$ cat src/rtl/dlx_instr_encoder.sv
// dlx_instr_encoder: packs decoded fields into DLX words, expands LI32 into lhi+ori.
// Define DLX_DELAY_SLOT_NOP_EN to append a delay-slot nop after every branch/jump word.
module dlx_instr_encoder #(
   parameter int          CNT_W    = 16,
   parameter logic [31:0] NOP_WORD = 32'h00000013
) (
   input  logic             clk,
   input  logic             rst_n,
   input  logic             in_valid,
   output logic             in_ready,
   input  logic [2:0]       op_class,
   input  logic [5:0]       opcode,
   input  logic [5:0]       funct,
   input  logic [4:0]       rs1,
   input  logic [4:0]       rs2,
   input  logic [4:0]       rd,
   input  logic [31:0]      imm,
   output logic             out_valid,
   input  logic             out_ready,
   output logic [0:31]      instr,
   output logic             imm_ovf,
   output logic [CNT_W-1:0] word_cnt
);
   localparam logic [1:0] IDLE = 2'd0;
   localparam logic [1:0] LI2  = 2'd1;
`ifdef DLX_DELAY_SLOT_NOP_EN
   localparam logic [1:0] NOPF = 2'd2;
`endif
   logic [1:0]  state;
   logic [1:0]  nxt;
   logic [4:0]  li_rd;
   logic [15:0] li_lo;
   logic        handoff;
   logic        accept;
   logic        uns;
   logic        ovf16;
   logic        ovf26;
   logic        is_jr;
   logic [31:0] enc;
   logic        enc_ovf;
   assign handoff  = out_valid && out_ready;
   assign in_ready = state == IDLE && (!out_valid || out_ready);
   assign accept   = in_valid && in_ready;
   assign uns      = opcode == 6'b001001 || opcode == 6'b001011;
   assign ovf16    = uns ? |imm[31:16] : !(imm[31:15] == '0 || &imm[31:15]);
   assign ovf26    = !(imm[31:25] == '0 || &imm[31:25]);
   assign is_jr    = opcode[5:1] == 5'b01001;
   // classes 2 (I-alu) and 3 (load) share the default rs1/rd/imm16 layout
   always_comb begin
      enc     = {opcode, rs1, rd, imm[15:0]};
      enc_ovf = ovf16;
      case (op_class)
         3'd0: {enc, enc_ovf} = {6'b000000, rs1, rs2, rd, 5'b0, funct, 1'b0};
         3'd1: {enc, enc_ovf} = {6'b000001, rs1, rs2, rd, 5'b0, funct, 1'b0};
         3'd4: enc = {opcode, rs1, rs2, imm[15:0]};
         3'd5: enc = {opcode, rs1, 5'b0, imm[15:0]};
         3'd6: {enc, enc_ovf} = is_jr ? {opcode, rs1, 21'b0, 1'b0} : {opcode, imm[25:0], ovf26};
         3'd7: {enc, enc_ovf} = {6'b001111, 5'b0, rd, imm[31:16], 1'b0};
         default: ;
      endcase
   end
`ifdef DLX_DELAY_SLOT_NOP_EN
   assign nxt = op_class == 3'd7 ? LI2 : (op_class == 3'd5 || op_class == 3'd6) ? NOPF : IDLE;
`else
   assign nxt = op_class == 3'd7 ? LI2 : IDLE;
`endif
   // LI2/NOPF mean "a follow-up word is owed once the current word is taken"
   always_ff @(posedge clk or negedge rst_n) begin
      if (!rst_n) begin
         state     <= IDLE;
         out_valid <= 1'b0;
         instr     <= NOP_WORD;
         imm_ovf   <= 1'b0;
         word_cnt  <= '0;
         li_rd     <= '0;
         li_lo     <= '0;
      end else begin
         if (handoff) word_cnt <= word_cnt + CNT_W'(1);
         if (accept) begin
            out_valid <= 1'b1;
            instr     <= enc;
            imm_ovf   <= enc_ovf;
            state     <= nxt;
            li_rd     <= rd;
            li_lo     <= imm[15:0];
         end else if (handoff && state == LI2) begin
            instr   <= {6'b001101, li_rd, li_rd, li_lo};
            imm_ovf <= 1'b0;
            state   <= IDLE;
`ifdef DLX_DELAY_SLOT_NOP_EN
         end else if (handoff && state == NOPF) begin
            instr   <= NOP_WORD;
            imm_ovf <= 1'b0;
            state   <= IDLE;
`endif
         end else if (handoff) begin
            out_valid <= 1'b0;
         end
      end
   end
endmodule

$ cat config.mk
export PLATFORM = sky130hd
export DESIGN_NAME = dlx_instr_encoder
export DESIGN_NICKNAME = d
export VERILOG_FILES = /design/src/rtl/dlx_instr_encoder.sv
export SDC_FILE = /design/constraint.sdc
export NUM_CORES = 1
export LEC_CHECK = 0
export ABC_AREA = 0
export ABC_CLOCK_PERIOD_IN_PS = 1500
export CORE_ASPECT_RATIO = 0.5
export CORE_MARGIN = 4
export CORE_UTILIZATION = 42
export DETAILED_ROUTE_END_ITERATION = 10
export PLACE_DENSITY = 0.72
export RECOVER_POWER = 100
export SLEW_MARGIN = 25
export SYNTH_ARGS = -nofsm -noshare
export SYNTH_HDL_FRONTEND = slang
export SYNTH_SLANG_ARGS = --single-unit
$ cat constraint.sdc
create_clock -name clk -period 1.5 [get_ports clk]
set_input_delay 0.45 -clock clk [delete_from_list [all_inputs] [get_ports clk]]
set_output_delay 0.45 -clock clk [all_outputs]
set_load 0.005 [all_outputs]
==> metrics <==
CTS buffer count 9; IR drop worst, VDD 0.6643 mV; initial DRC count 290; Core ar. 8708 µm²; max cap viols 0; result of the run finished, violations left; Buf/Inv on CP 2; Slew Viols, Final 0; Worst-path clk slew 0.06 ns; Max stage delay cell, worst path a222oi_1; vias in the first global route 4369; global-route wire length before repair 22750 µm; Synth Flop Type dfrtp_1; Clock Skew 0.003544 ns; design area 6882 µm²; register area share after synthesis 0.4791; die width 142.0 µm; Synth Register Bits 72; wire length per cell 20.11 µm; RSZ-0062 raised after global routing yes; Final HPWL DP 9459 µm; Synth Instances 399; Setup violations, final 31; share of post-route cells with drive strength above 1 0.4143; Hold Buf Count CTS 0; Clock Root Buffer clkbuf_16; critical path's top delay family compound AO/OA/AOI/OAI gates; hold slack 0.3741 ns; Mean Syn Cell Area 9.445 µm²; switching part of the total power 0.3038; Vias/cell 5.742; Post-Layout Cell Count 748; Crit path required time 1.70 ns; largest net degree at the start of global routing 73; Comb power frac 0.347; Filler Cell Count 534; final worst slack -0.1467 ns; most common cell after layout, fill and taps aside nand2_1; critical path's largest stage delay 0.39 ns; antenna viol nets, final 0; Most common cell on crit path buf_6; pwr/cell area 1117 nW/µm²; buffers added on ports 116; CP Class reg -> reg; GRT Total Usage 0.2782; die area 10640 µm²; CTS tree done; Int Pwr 5.352 mW; warnings from Yosys 0; Max Clock Freq 607.3 MHz; antenna violations before repair 0; maximum buffer depth of the clock tree 2; H-tree level count 3; Initial DRT Pass Iterations 5; Static Leak 3.238 nW; violations in the final reports negative setup slack; crit-path max FO 4; final hold violation count 0; Placed Area 5784 µm²; grt ovf 0; Yosys cell types 54; type of the tightest min-delay check in -> async; P&R area growth vs syn 82.60%; Post-synth EDFFs 0; CP Launch Type flip-flop; Vert. Die Dim 74.98 µm; I/O pin total 117; clock network fraction of total power 0.311; crit end category flip-flop; sequential fraction of design power 0.343; # rows 24; CTS Sinks 72; routed vias 4295; insertion delay to the later sink of the worst-skew pair 0.34 ns; syn_nets 466; Critical Path AT 1.85 ns; Slew HR 0.3244; GPL Wtd Cong 0.9409; starting density of the core 0.4328; fin crit share 1.098; layout net count 692; fin util 0.7902; worst-margin pin slew 1.013 ns; Async SR Flop Fraction 1.000; Netlist Area Pre-Place 3769 µm²; crit-path cells nor2b_4 > buf_6 > buf_6 > or2_4 > a222oi_1 > o41ai_2; Placed Cells 691; most frequent cells in the layout 93 x nand2_1, 87 x buf_4, 69 x dfrtp_1; switching pwr 2.335 mW; DRT Wirelength 15040 µm; # DRC 0; crit path time final 1.647 ns
==> stage by stage <==
stage	setup TNS, ns	power, mW	setup WS [ns]
3_5_place_dp	-38.23	4.909	-0.7574
4_1_cts	-1.944	7.483	-0.1758
5_1_grt	-3.165	8.038	-0.1900
3_3_place_gp	-37.50	4.857	-0.7848
2_1_floorplan	-1.261	3.544	-0.1908
6_report	-1.489	7.688	-0.1467
==> area by class of cell <==
type | instances | area (µm²) | share of cell area
inverter | 1 | 3.754 | 0.0005455
multi-input combinational | 300 | 2374 | 0.3449
clock buffer | 12 | 256.5 | 0.03727
tap | 117 | 146.4 | 0.02127
sequential | 72 | 1805 | 0.2624
antenna | 1 | 2.502 | 0.0003636
timing repair buffer | 241 | 2217 | 0.3222
clock inverter | 4 | 76.32 | 0.01109
==> what timing repair did <==
| item | in CTS | in global routing |
|---|---|---|
| resized for setup | 181 | 70 |
| endpoints found under the setup margin | 118 | 61 |
| pin swaps | 53 | 32 |
| gates cloned | 4 | 0 |
| setup buffers | 32 | 9 |
| hold endpoints to repair | 0 | 0 |
==> Yosys cell counts, drive strengths merged (4+ instances only) <==
cell type / n / area (µm²)
nor2: 16 / 70.07
nor3: 4 / 20.02
dfrtp: 69 / 1727
nand3: 32 / 160.2
and3: 5 / 31.28
buf: 20 / 125.1
o2111ai: 5 / 43.79
nor4: 4 / 46.29
xor2: 6 / 52.55
a22oi: 11 / 82.58
a21oi: 13 / 65.06
a31oi: 4 / 25.02
nand2: 107 / 401.6
xnor2: 10 / 87.58
a21o: 6 / 46.30
a32oi: 5 / 43.79
a221o: 5 / 50.05
nand4: 4 / 25.02
a221oi: 16 / 140.1
mux2i: 11 / 110.1
clkbuf: 7 / 36.28
o21ai: 9 / 45.04
==> path summary, 6_finish.rpt <==
kind,startpoint,end,slack [ns],cells after the start
max,out_valid,instr[23],-0.15,6
min,rst_n,word_cnt[6],0.37,2
max reg2reg,out_valid,instr[23],-0.15,6
min reg2reg,li_lo[2],li_lo[2],0.47,2
max in group asynchronous,rst_n,li_lo[13],0.45,2
min in group clk,imm[29],instr[18],0.41,3
==> flip-flops by register name (all words and copies together), names as in the netlist <==
signal	cells
out_valid	1
word_cnt	16
instr	32
li_lo	16
imm_ovf	1
state	1
li_rd	5
==> kinds of logic after synthesis <==
family,Yosys count,synth area share
compound gates,84,0.1716
xor+xnor,16,0.03718
fa+ha+maj,1,0.003320
buf+inv,28,0.04382
flops,72,0.4791
mux,12,0.03221
simple gates,186,0.2327
==> worst register-to-register path, stage by stage, from the launching register on <==
cell	delay, ns
dfrtp_1	0.37
nor2b_4	0.14
buf_6	0.12
buf_6	0.10
or2_4	0.25
a222oi_1	0.39
o41ai_2	0.13
==> per-layer routing <==
layer,wire [µm],up-vias,part of all wire,global-route usage
met5,0,-,0,0
met4,427,0,0.028,0.1117
met3,952,49,0.063,0.05647
met2,7478,197,0.50,0.4711
met1,6186,2132,0.41,0.3588
li1,-,1917,-,-
==> power groups by stage <==
stage                     sequential, mW  combinational [mW]  clock, mW
final                               2.63                2.67       2.39
after global routing                2.69                2.86       2.49
after CTS                           2.61                2.46       2.40
after detailed placement            2.70                2.21          0
after global placement              2.69                2.17          0
after floorplan                     2.68               0.859          0
No activity file was read; power rests on OpenSTA's default activity.
